<file path="config.mk">
export PLATFORM = sky130hd
export DESIGN_NAME = sync_link_arbiter_flat
export DESIGN_NICKNAME = d
export VERILOG_FILES = /design/src/rtl/sync_link_arbiter_if.sv /design/src/rtl/sync_link_arbiter.sv /design/src/flat_wrapper.sv
export SDC_FILE = /design/constraint.sdc
export NUM_CORES = 1
export LEC_CHECK = 0
export CAP_MARGIN = 20
export CORE_MARGIN = 1
export CORE_UTILIZATION = 40
export CTS_BUF_LIST = sky130_fd_sc_hd__clkbuf_4
export DETAILED_ROUTE_END_ITERATION = 6
export GPL_TIMING_DRIVEN = 1
export HOLD_SLACK_MARGIN = 0.15
export PLACE_DENSITY = 0.79
export SYNTH_ARGS = -nofsm -noshare
export SYNTH_HDL_FRONTEND = slang
export SYNTH_SLANG_ARGS = --single-unit
</file>
<file path="constraint.sdc">
create_clock -name clk_arb -period 1.5 [get_ports clk_arb]
set_input_delay 0.3 -clock clk_arb [delete_from_list [all_inputs] [get_ports clk_arb]]
set_output_delay 0.3 -clock clk_arb [all_outputs]
set_load 0.02 [all_outputs]
</file>
<file path="src/rtl/sync_link_arbiter_if.sv">
// Link bundle between the CPU requesters, the arbiter and the peripheral.
//
// Handshake: a CPU raises inSEND_arb[i] (level) with its word on
// inDATA_arb[i*DW +: DW] and keeps it up until it sees outDONE_arb[i].
// The arbiter owns the link while outGRANT_arb is non-zero, pulses
// outSEND_arb for one cycle with outDATA_arb valid, then waits for the
// peripheral's inACK_arb (only honoured while waiting). Completion is a
// one-cycle outDONE_arb pulse, with outERR_arb set if no ack arrived.
interface sync_link_arbiter_if #(
  parameter int NREQ = 2,
  parameter int DW   = 32
);
  logic [NREQ-1:0]    inSEND_arb;
  logic [NREQ*DW-1:0] inDATA_arb;
  logic               inACK_arb;
  logic               outSEND_arb;
  logic [DW-1:0]      outDATA_arb;
  logic [NREQ-1:0]    outGRANT_arb;
  logic [NREQ-1:0]    outDONE_arb;
  logic               outERR_arb;
  logic [1:0]         dbg_state;

  modport master (
    output inSEND_arb, inDATA_arb, inACK_arb,
    input  outSEND_arb, outDATA_arb, outGRANT_arb, outDONE_arb, outERR_arb,
    input  dbg_state
  );

  modport slave (
    input  inSEND_arb, inDATA_arb, inACK_arb,
    output outSEND_arb, outDATA_arb, outGRANT_arb, outDONE_arb, outERR_arb,
    output dbg_state
  );
endinterface

</file>
<file path="src/rtl/sync_link_arbiter.sv">
// Round-robin owner of the CPU->peripheral link. Grants one requester,
// strobes its word onto the link, waits (bounded) for the peripheral ack
// and reports completion. All outputs come straight from registers.
module sync_link_arbiter #(
  parameter int NREQ    = 2,
  parameter int DW      = 32,
  parameter int TIMEOUT = 15
) (
  input  logic                clk_arb,
  input  logic                rst_arb,
  sync_link_arbiter_if.slave  link
);

  localparam int PW = (NREQ > 1) ? $clog2(NREQ) : 1;
  localparam int CW = $clog2(TIMEOUT + 1);

  typedef enum logic [1:0] {
    ST_IDLE = 2'd0,
    ST_SEND = 2'd1,
    ST_WAIT = 2'd2,
    ST_DONE = 2'd3
  } state_t;

  state_t          state_q, state_d;
  logic [PW-1:0]   ptr_q, ptr_d;
  logic [PW-1:0]   owner_q, owner_d;
  logic [CW-1:0]   cnt_q, cnt_d;
  logic [DW-1:0]   data_q, data_d;
  logic            send_q, send_d;
  logic [NREQ-1:0] grant_q, grant_d;
  logic [NREQ-1:0] done_q, done_d;
  logic            err_q, err_d;

  logic            found;
  logic [PW-1:0]   pick;
  logic [PW-1:0]   cand;

  // Round-robin pick: first requester at or cyclically after the pointer.
  always_comb begin
    found = 1'b0;
    pick  = ptr_q;
    cand  = ptr_q;
    for (int k = 0; k < NREQ; k++) begin
      cand = PW'((int'(ptr_q) + k) % NREQ);
      if (!found && link.inSEND_arb[cand]) begin
        found = 1'b1;
        pick  = cand;
      end
    end
  end

  // State register and all registered outputs; reset clears them at once.
  always_ff @(posedge clk_arb or negedge rst_arb) begin
    if (!rst_arb) begin
      state_q <= ST_IDLE;
      ptr_q   <= '0;
      owner_q <= '0;
      cnt_q   <= '0;
      data_q  <= '0;
      send_q  <= 1'b0;
      grant_q <= '0;
      done_q  <= '0;
      err_q   <= 1'b0;
    end else begin
      state_q <= state_d;
      ptr_q   <= ptr_d;
      owner_q <= owner_d;
      cnt_q   <= cnt_d;
      data_q  <= data_d;
      send_q  <= send_d;
      grant_q <= grant_d;
      done_q  <= done_d;
      err_q   <= err_d;
    end
  end

  // Next state and next registered outputs; pulses default low, others hold.
  always_comb begin
    state_d = state_q;
    ptr_d   = ptr_q;
    owner_d = owner_q;
    cnt_d   = cnt_q;
    data_d  = data_q;
    send_d  = 1'b0;
    grant_d = grant_q;
    done_d  = '0;
    err_d   = 1'b0;
    case (state_q)
      ST_IDLE: begin
        grant_d = '0;
        if (found) begin
          owner_d       = pick;
          data_d        = link.inDATA_arb[int'(pick)*DW +: DW];
          grant_d[pick] = 1'b1;
          send_d        = 1'b1;
          state_d       = ST_SEND;
        end
      end
      ST_SEND: begin
        // Ack is deliberately not looked at until the strobe has gone out.
        cnt_d   = '0;
        state_d = ST_WAIT;
      end
      ST_WAIT: begin
        if (link.inACK_arb) begin
          done_d[owner_q] = 1'b1;
          state_d         = ST_DONE;
        end else if (cnt_q == CW'(TIMEOUT - 1)) begin
          done_d[owner_q] = 1'b1;
          err_d           = 1'b1;
          state_d         = ST_DONE;
        end else begin
          cnt_d = cnt_q + 1'b1;
        end
      end
      ST_DONE: begin
        ptr_d   = (owner_q == PW'(NREQ - 1)) ? '0 : owner_q + 1'b1;
        grant_d = '0;
        state_d = ST_IDLE;
      end
      default: begin
        grant_d = '0;
        state_d = ST_IDLE;
      end
    endcase
  end

  assign link.outSEND_arb  = send_q;
  assign link.outDATA_arb  = data_q;
  assign link.outGRANT_arb = grant_q;
  assign link.outDONE_arb  = done_q;
  assign link.outERR_arb   = err_q;
  assign link.dbg_state    = state_q;

endmodule

</file>
<file path="src/flat_wrapper.sv">
// flat-port wrapper written by rule: the top's interface ports become plain ports
module sync_link_arbiter_flat 
#(
  parameter int NREQ    = 2,
  parameter int DW      = 32,
  parameter int TIMEOUT = 15
)
  (clk_arb, rst_arb, link_inSEND_arb, link_inDATA_arb, link_inACK_arb, link_outSEND_arb, link_outDATA_arb, link_outGRANT_arb, link_outDONE_arb, link_outERR_arb, link_dbg_state);
  sync_link_arbiter_if #(.NREQ(NREQ), .DW(DW)) link_i ();
  input  logic clk_arb;
  input  logic rst_arb;
  input wire logic [$bits(link_i.inSEND_arb)-1:0] link_inSEND_arb;
  input wire logic [$bits(link_i.inDATA_arb)-1:0] link_inDATA_arb;
  input wire logic [$bits(link_i.inACK_arb)-1:0] link_inACK_arb;
  output wire logic [$bits(link_i.outSEND_arb)-1:0] link_outSEND_arb;
  output wire logic [$bits(link_i.outDATA_arb)-1:0] link_outDATA_arb;
  output wire logic [$bits(link_i.outGRANT_arb)-1:0] link_outGRANT_arb;
  output wire logic [$bits(link_i.outDONE_arb)-1:0] link_outDONE_arb;
  output wire logic [$bits(link_i.outERR_arb)-1:0] link_outERR_arb;
  output wire logic [$bits(link_i.dbg_state)-1:0] link_dbg_state;
  assign link_i.inSEND_arb = link_inSEND_arb;
  assign link_i.inDATA_arb = link_inDATA_arb;
  assign link_i.inACK_arb = link_inACK_arb;
  assign link_outSEND_arb = link_i.outSEND_arb;
  assign link_outDATA_arb = link_i.outDATA_arb;
  assign link_outGRANT_arb = link_i.outGRANT_arb;
  assign link_outDONE_arb = link_i.outDONE_arb;
  assign link_outERR_arb = link_i.outERR_arb;
  assign link_dbg_state = link_i.dbg_state;
  sync_link_arbiter #(.NREQ(NREQ), .DW(DW), .TIMEOUT(TIMEOUT)) u_core (.clk_arb(clk_arb), .rst_arb(rst_arb), .link(link_i));
endmodule
</file>
==> results of run 1 <==
==> power breakdown <==
group	leakage, nW	switching, mW	internal (mW)
Combinational	1.07	2.15	1.47
Sequential	0.576	0.348	1.80
Clock	0.0463	0.401	0.390
==> timing repair <==
action,in CTS,in global routing
hold endpoints to repair,46,0
setup buffers,0,1
gates resized for setup,41,2
hold buffers,1,0
setup endpoints to repair,41,26
pin swaps,0,1
==> logic make-up (layout without fill, tap and decap cells) <==
kind of cell | Yosys count | count (layout)
and+or+nand+nor | 77 | 77
DFF | 46 | 46
buffers and inverters | 39 | 149
muxes | 2 | 2
adders and majority gates | 6 | 6
AOI/OAI and AO/OA | 81 | 81
==> metal layers <==
layer,global-route usage,routed length [µm]
met1,0.311,3190
met2,0.398,3650
met3,0.0311,576
met4,0.0839,119
met5,0,0
==> how the worst max path moves through the flow <==
stage                                                     from                                       to  slack, ps
after floorplan           u_core.link.dbg_state[0]$_DFFE_PN0P_     u_core.link.dbg_state[1]$_DFFE_PN0P_        0.2
final                     u_core.link.dbg_state[0]$_DFFE_PN0P_     u_core.link.dbg_state[1]$_DFFE_PN0P_         30
after detailed placement                    link_inSEND_arb[1]  u_core.link.outGRANT_arb[0]$_DFFE_PN0P_       -180
after global placement                      link_inSEND_arb[1]  u_core.link.outGRANT_arb[0]$_DFFE_PN0P_       -140
after CTS                 u_core.link.dbg_state[0]$_DFFE_PN0P_     u_core.link.dbg_state[1]$_DFFE_PN0P_         10
after global routing      u_core.link.dbg_state[1]$_DFFE_PN0P_  u_core.link.outDATA_arb[13]$_DFFE_PN0P_        -50
==> final cells by class <==
cell class | count | area, µm² | area share
Timing Repair Buffer | 133 | 1250 | 0.331
Multi-Input combinational cell | 166 | 1160 | 0.308
Sequential cell | 46 | 1150 | 0.305
Tap cell | 75 | 93.8 | 0.0248
Clock buffer | 7 | 52.6 | 0.0139
Inverter | 8 | 35.0 | 0.00926
Clock inverter | 1 | 30.0 | 0.00794
==> registers in the layout, summed over array words and instances (netlist names) <==
signal                    flops
u_core.cnt_q                  4
u_core.link.dbg_state         2
u_core.link.outDATA_arb      32
u_core.link.outDONE_arb       2
u_core.link.outERR_arb        1
u_core.link.outGRANT_arb      2
u_core.link.outSEND_arb       1
u_core.owner_q                1
u_core.ptr_q                  1
==> metrics by stage <==
stage	power (mW)	TNS (ps)	std cells	setup slack (ps)	hold slack [ps]
after detailed placement	6.10	-3680	426	-178	312
final	6.56	0	436	26.6	442
after global routing	7.04	-691	436	-48.5	478
after CTS	6.55	0	435	10.7	450
after floorplan	4.42	0	251	0.221	4.41
after global placement	5.99	-2640	426	-138	301
==> worst register-to-register path, delay by kind of cell, from the launching register on <==
kind | cells | cell delay, ps
fa+ha+maj | 1 | 180
compound gates | 1 | 190
simple gates | 1 | 170
buf+inv | 1 | 50
flops | 1 | 430
mux | 1 | 340
==> synthesized netlist by cell type, drive strengths merged (2+ instances only) <==
master and count:
a2111oi 2, o21ai 5, a21o 2, o211ai 3
inv 8, nor2 4, nand3 35, nand2b 2
dfrtp 46, nand2 34, clkbuf 2, ha 6
buf 29, o2111ai 64
==> flow_metrics.py, run 1 <==
metrics = {
    "final_layout": {
        "num-fill-cells": 549,
        "drive_gt1_frac": 0.127,
        "final_core_util": 0.628,
        "final_cell_mix": "clkdlybuf4s50_1, o2111ai_1, dfrtp_1",
        "final_common_cell": "clkdlybuf4s50_1",
        "fin_nets": 435,
        "syn_to_final_growth_pct": 49.5,
        "antenna_cells": 0,
        "fin_area_mm2": 0.00378,
    },
    "status": {
        "outcome": "finished clean",
    },
    "setup_path": {
        "slowest_stage": "dfrtp_2",
        "worstPathRequired_ps": 1740,
        "r2r-end": "u_core.link.dbg_state[1]$_DFFE_PN0P_",
        "r2r-start": "u_core.link.dbg_state[0]$_DFFE_PN0P_",
        "crit_chain": "inv_2, ha_2, and2b_1, a32oi_2, mux2_1",
        "critPathLaunchType": "flop",
        "path_class": "flop to flop",
        "critPathCaptureType": "flop",
        "cp_slowest_stage_delay_ps": 430,
        "regToRegSetupSlack_ps": 30,
        "path_max_fanout": 5,
        "crit_arrival_ps": 1710,
        "crit_buf_inv": 1,
        "ff2ff_path_depth": 5,
        "critical_path_depth": 5,
        "critPathTopFamily": "flip-flops",
    },
    "global_route": {
        "track_usage": 0.237,
        "grt_max_degree": 47,
        "grt_pass1_vias": 2568,
        "antenna_found_initial": 0,
        "grt_pass1_wl_mm": 12.2,
        "grt.overflow.total": 0,
    },
    "power_and_ir_drop": {
        "p_leak_nw": 1.70,
        "irDropWorstVdd_mv": 0.914,
        "powerDensity_mw_per_mm2": 1730,
    },
    "placement": {
        "numPortBuffers": 108,
        "postPlaceCellArea_mm2": 0.00372,
        "gp_congestion": 0.808,
        "dp_hpwl_mm": 5.24,
    },
    "clock_network": {
        "cts_root_buf": "clkbuf_4",
        "htreeDepth": 2,
        "cts_tree": "done",
        "path_clk_slew_ps": 150,
        "clk_latency_ps": 350,
        "clockBufferDepth": 2,
        "cts_buffers": 5,
        "clock_sinks": 46,
    },
    "yosys": {
        "yosysSeqAreaShare": 0.455,
        "synth_top_area_share": 0.455,
        "avgSynthCellArea_um2": 10.1,
        "syn-num-nets": 326,
        "synth_top_area_cell": "dfrtp_1",
        "synth_adder_area_share": 0.0297,
        "yosys.area_share.simple": 0.138,
        "synth_area_mm2": 0.00253,
        "ys_async_sr_fraction": 1.00,
        "synth_compound_area_frac": 0.276,
        "yosys-mux-area-fraction": 0.00841,
        "ys_ff_latch": 46,
        "synth_top_family_by_area": "compound AO/OA/AOI/OAI gates",
        "synth.area.top_cells": "dfrtp_1, o2111ai_1, nand3_1",
        "synthCells": 251,
        "yosysUniqueCellTypes": 31,
        "synth_edf_count": 0,
        "ys_warn_count": 0,
        "synth_xor_area_frac": 0,
        "ys.flop_type": "dfrtp_1",
    },
    "routing": {
        "avgRoutedWirePerCell_um": 17.3,
        "via_per_inst": 5.92,
        "post-route-drc-count": 0,
        "num_vias": 2582,
        "routed_wl_mm": 7.54,
        "drtIter0Drc": 176,
        "ant_nets": 0,
        "first_pass_iters": 4,
    },
    "timing": {
        "max_freq_mhz": 679,
        "finalSetupViolCount": 0,
        "drv_slew": 0,
        "rsz0062_at_grt": "true",
        "tightest_slew_ps": 606,
        "slew_headroom": 0.596,
        "hold_viol": 0,
        "skew_ps": 17.1,
        "min_period_ps": 1470,
        "fin_crit_sh": 0.982,
    },
    "floorplanning": {
        "die_y_um": 81.5,
        "start_util": 0.420,
        "core_mm2": 0.00603,
        "die_area_mm2": 0.00665,
        "std_cell_rows": 28,
        "die_w_um": 81.5,
        "io_pins": 109,
    },
    "run": {
        "maxCapViolCount": 0,
    },
    "hold_path": {
        "hold_path_class": "primary input to asynchronous set/reset pin",
    },
}
Power figures use the tool's default switching activity.
==> run 2: changes to the inputs <==
--- a/config.mk
+++ b/config.mk
@@ -5,6 +5,7 @@
 export SDC_FILE = /design/constraint.sdc
 export NUM_CORES = 1
 export LEC_CHECK = 0
+export ABC_AREA = 1
 export CAP_MARGIN = 20
 export CORE_MARGIN = 1
 export CORE_UTILIZATION = 40
@@ -12,7 +13,7 @@
 export DETAILED_ROUTE_END_ITERATION = 6
 export GPL_TIMING_DRIVEN = 1
 export HOLD_SLACK_MARGIN = 0.15
-export PLACE_DENSITY = 0.79
+export PLACE_DENSITY = 0.8
 export SYNTH_ARGS = -nofsm -noshare
 export SYNTH_HDL_FRONTEND = slang
 export SYNTH_SLANG_ARGS = --single-unit
==> run 2 against run 1 <==
  * Count of clock-buffer cells in the layout decreased by 1
  * Critical endpoint is now link_dbg_state[1]
  * Sequential power about the same
  * Critical path type is now flop to output pin
  * Non-clock buffer count decreased by 10
  * Setup slack improved by 52 ps
  * Hold slack improved by 23 ps
  * Utilization about the same
  * First-iteration DRC count decreased by 39%
==> flow_metrics.py, run 2 <==
metrics = {
    "setup_path": {
        "startpoint": "u_core.link.dbg_state[1]$_DFFE_PN0P_",
        "worstPathRequired_ps": 1200,
        "crit_chain": "dlygate4sd2_1",
        "cp_slowest_stage_delay_ps": 430,
        "r2r-start": "u_core.link.dbg_state[0]$_DFFE_PN0P_",
        "crit_arrival_ps": 1120,
        "critPathLaunchType": "flop",
        "critPathCaptureType": "output pin",
        "slowest_stage": "dfrtp_1",
        "path_class": "flop to output pin",
        "crit_buf_inv": 1,
        "critPathTopFamily": "flip-flops",
        "path_max_fanout": 4,
    },
    "power_and_ir_drop": {
        "irDropWorstVdd_mv": 0.756,
        "powerDensity_mw_per_mm2": 1680,
        "clockPowerShare": 0.088,
        "p_sw_frac": 0.447,
        "pwr-share-seq": 0.341,
        "switchingPower_mw": 2.82,
        "internal_power_mw": 3.48,
        "combPwrFrac": 0.571,
        "p_leak_nw": 1.98,
    },
    "yosys": {
        "netlist_top_cells_count": "nand2_1, dfrtp_1, inv_1",
        "ys_async_sr_fraction": 1.00,
        "synth_top_area_share": 0.456,
        "ys_warn_count": 0,
        "avgSynthCellArea_um2": 7.87,
        "synth_top_family_by_area": "simple AND/OR/NAND/NOR gates",
        "synth_compound_area_frac": 0.0278,
        "synth_edf_count": 0,
        "ys.flop_type": "dfrtp_1",
        "yosys-mux-area-fraction": 0,
        "synth_xor_area_frac": 0,
        "synth_area_mm2": 0.00252,
        "synth_top_area_cell": "dfrtp_1",
        "yosysSeqAreaShare": 0.456,
        "synthCells": 321,
        "yosys.area_share.simple": 0.370,
        "synth_adder_area_share": 0.0297,
        "ys_ff_latch": 46,
        "yosysUniqueCellTypes": 23,
        "synth.area.top_cells": "dfrtp_1, nand2_1, nand3b_1",
        "syn-num-nets": 396,
        "synth_most_common_cell": "nand2_1",
    },
    "hold_path": {
        "hold_path_class": "primary input to asynchronous set/reset pin",
    },
    "final_layout": {
        "largest_reg_flops": 32,
        "num-fill-cells": 537,
        "final_common_cell": "nand2_1",
        "drive_gt1_frac": 0.0688,
        "syn_to_final_growth_pct": 48.9,
        "final_cell_mix": "nand2_1, clkdlybuf4s50_1, dfrtp_1",
        "fin_nets": 510,
        "antenna_cells": 0,
    },
    "placement": {
        "gp_congestion": 0.767,
        "dp_hpwl_mm": 4.43,
        "numPortBuffers": 108,
        "pre_cts_slack_ps": -196,
    },
    "floorplanning": {
        "start_util": 0.421,
        "io_pins": 109,
        "die_y_um": 81.5,
        "std_cell_rows": 28,
        "die_area_mm2": 0.00663,
        "core_mm2": 0.00599,
        "die_w_um": 81.5,
    },
    "global_route": {
        "track_usage": 0.202,
        "grt_pass1_vias": 2238,
        "grt_pass1_wl_mm": 10.1,
        "grt_max_degree": 35,
        "grt.overflow.total": 0,
        "antenna_found_initial": 0,
    },
    "clock_network": {
        "cts_buffers": 5,
        "cts_tree": "done",
        "clock_sinks": 46,
        "cts_root_buf": "clkbuf_4",
        "clockBufferDepth": 2,
        "clk_latency_ps": 340,
        "path_clk_slew_ps": 120,
        "htreeDepth": 2,
    },
    "routing": {
        "ant_nets": 0,
        "avgRoutedWirePerCell_um": 12.2,
        "post-route-drc-count": 0,
        "via_per_inst": 4.82,
        "num_vias": 2465,
        "routed_wl_mm": 6.23,
        "first_pass_iters": 4,
        "drtIter0Drc": 108,
    },
    "run": {
        "maxCapViolCount": 0,
    },
    "timing": {
        "finalSetupViolCount": 0,
        "finalSetupTns_ps": 0,
        "drv_slew": 0,
        "tightest_slew_ps": 537,
        "rsz0062_at_grt": "true",
        "setup_slack_ps": 78.8,
        "hold_viol": 0,
        "max_freq_mhz": 704,
        "fin_crit_sh": 0.947,
        "skew_ps": 2.82,
        "hold_ws_ps": 465,
        "slew_headroom": 0.642,
        "min_period_ps": 1420,
    },
    "status": {
        "outcome": "finished clean",
    },
}
run 2: changes by cell type after synthesis, sizes merged, moves of 3 or more:
cell and change:
nand2 +83, inv +37, a21oi +3, o211ai -3
nand3b +32, buf -13, o2111ai -64, nor2 +3
run 2: cell type report:
class | count | area, µm² | area share
clock buffer | 6 | 45.0 | 0.0120
clock inverter | 2 | 8.76 | 0.00233
inverter | 45 | 169 | 0.0449
multi-input combinational | 214 | 1080 | 0.287
sequential | 46 | 1150 | 0.306
tap | 75 | 93.8 | 0.0250
timing repair buffer | 123 | 1210 | 0.323
run 2: per-layer routing:
layer,routed length [µm],vias to the layer above,track usage
met2,2950,77,0.356
met3,444,4,0.0478
met1,2790,1152,0.247
met4,38,0,0.0500
li1,-,1232,-
met5,0,-,0
run 2: worst paths after layout:
path                                                            to  slack (ps)  cells after the start
setup / recovery                                 link_dbg_state[1]          80                      1
hold / removal             u_core.link.outDATA_arb[31]$_DFFE_PN0P_         460                      2
setup reg to reg                        u_core.owner_q$_DFFE_PN0P_         100                      8
hold reg to reg            u_core.link.outDATA_arb[21]$_DFFE_PN0P_         490                      2
max in group asynchronous  u_core.link.outDATA_arb[21]$_DFFE_PN0P_         520                      3
min in group clk_arb       u_core.link.outDATA_arb[21]$_DFFE_PN0P_         490                      2
run 2: what timing repair did:
| action | in CTS | in global routing |
|---|---|---|
| setup endpoints to repair | 40 | 11 |
| buffers inserted | 0 | 1 |
| endpoints found under the hold margin | 21 | 0 |
| hold buffers | 1 | 0 |
| resized for setup | 40 | 3 |
| pin swaps | 0 | 1 |
run 2: stage by stage:
step           utilization  total power, mW  instances  instance area (µm²)
2_1_floorplan            -             4.38        321                 2520
3_3_place_gp         0.624             6.06        501                 3740
3_5_place_dp         0.624             6.16        501                 3740
4_1_cts              0.627             6.37        510                 3750
5_1_grt              0.627             6.88        511                 3760
6_report             0.627             6.31        511                 3760
run 2: power by group through the flow:
stage / clock network [mW] / logic [mW] / registers [mW]
global route: 0.657 / 3.99 / 2.23
detailed placement: 0 / 3.97 / 2.19
finish: 0.557 / 3.60 / 2.15
floorplan: 0 / 1.61 / 2.77
CTS: 0.593 / 3.62 / 2.15
global placement: 0 / 3.88 / 2.18
run 2: cell families after synthesis:
logic type,Yosys count
AOI/OAI and AO/OA,13
adders and majority gates,6
buffers and inverters,61
DFF,46
and+or+nand+nor,195
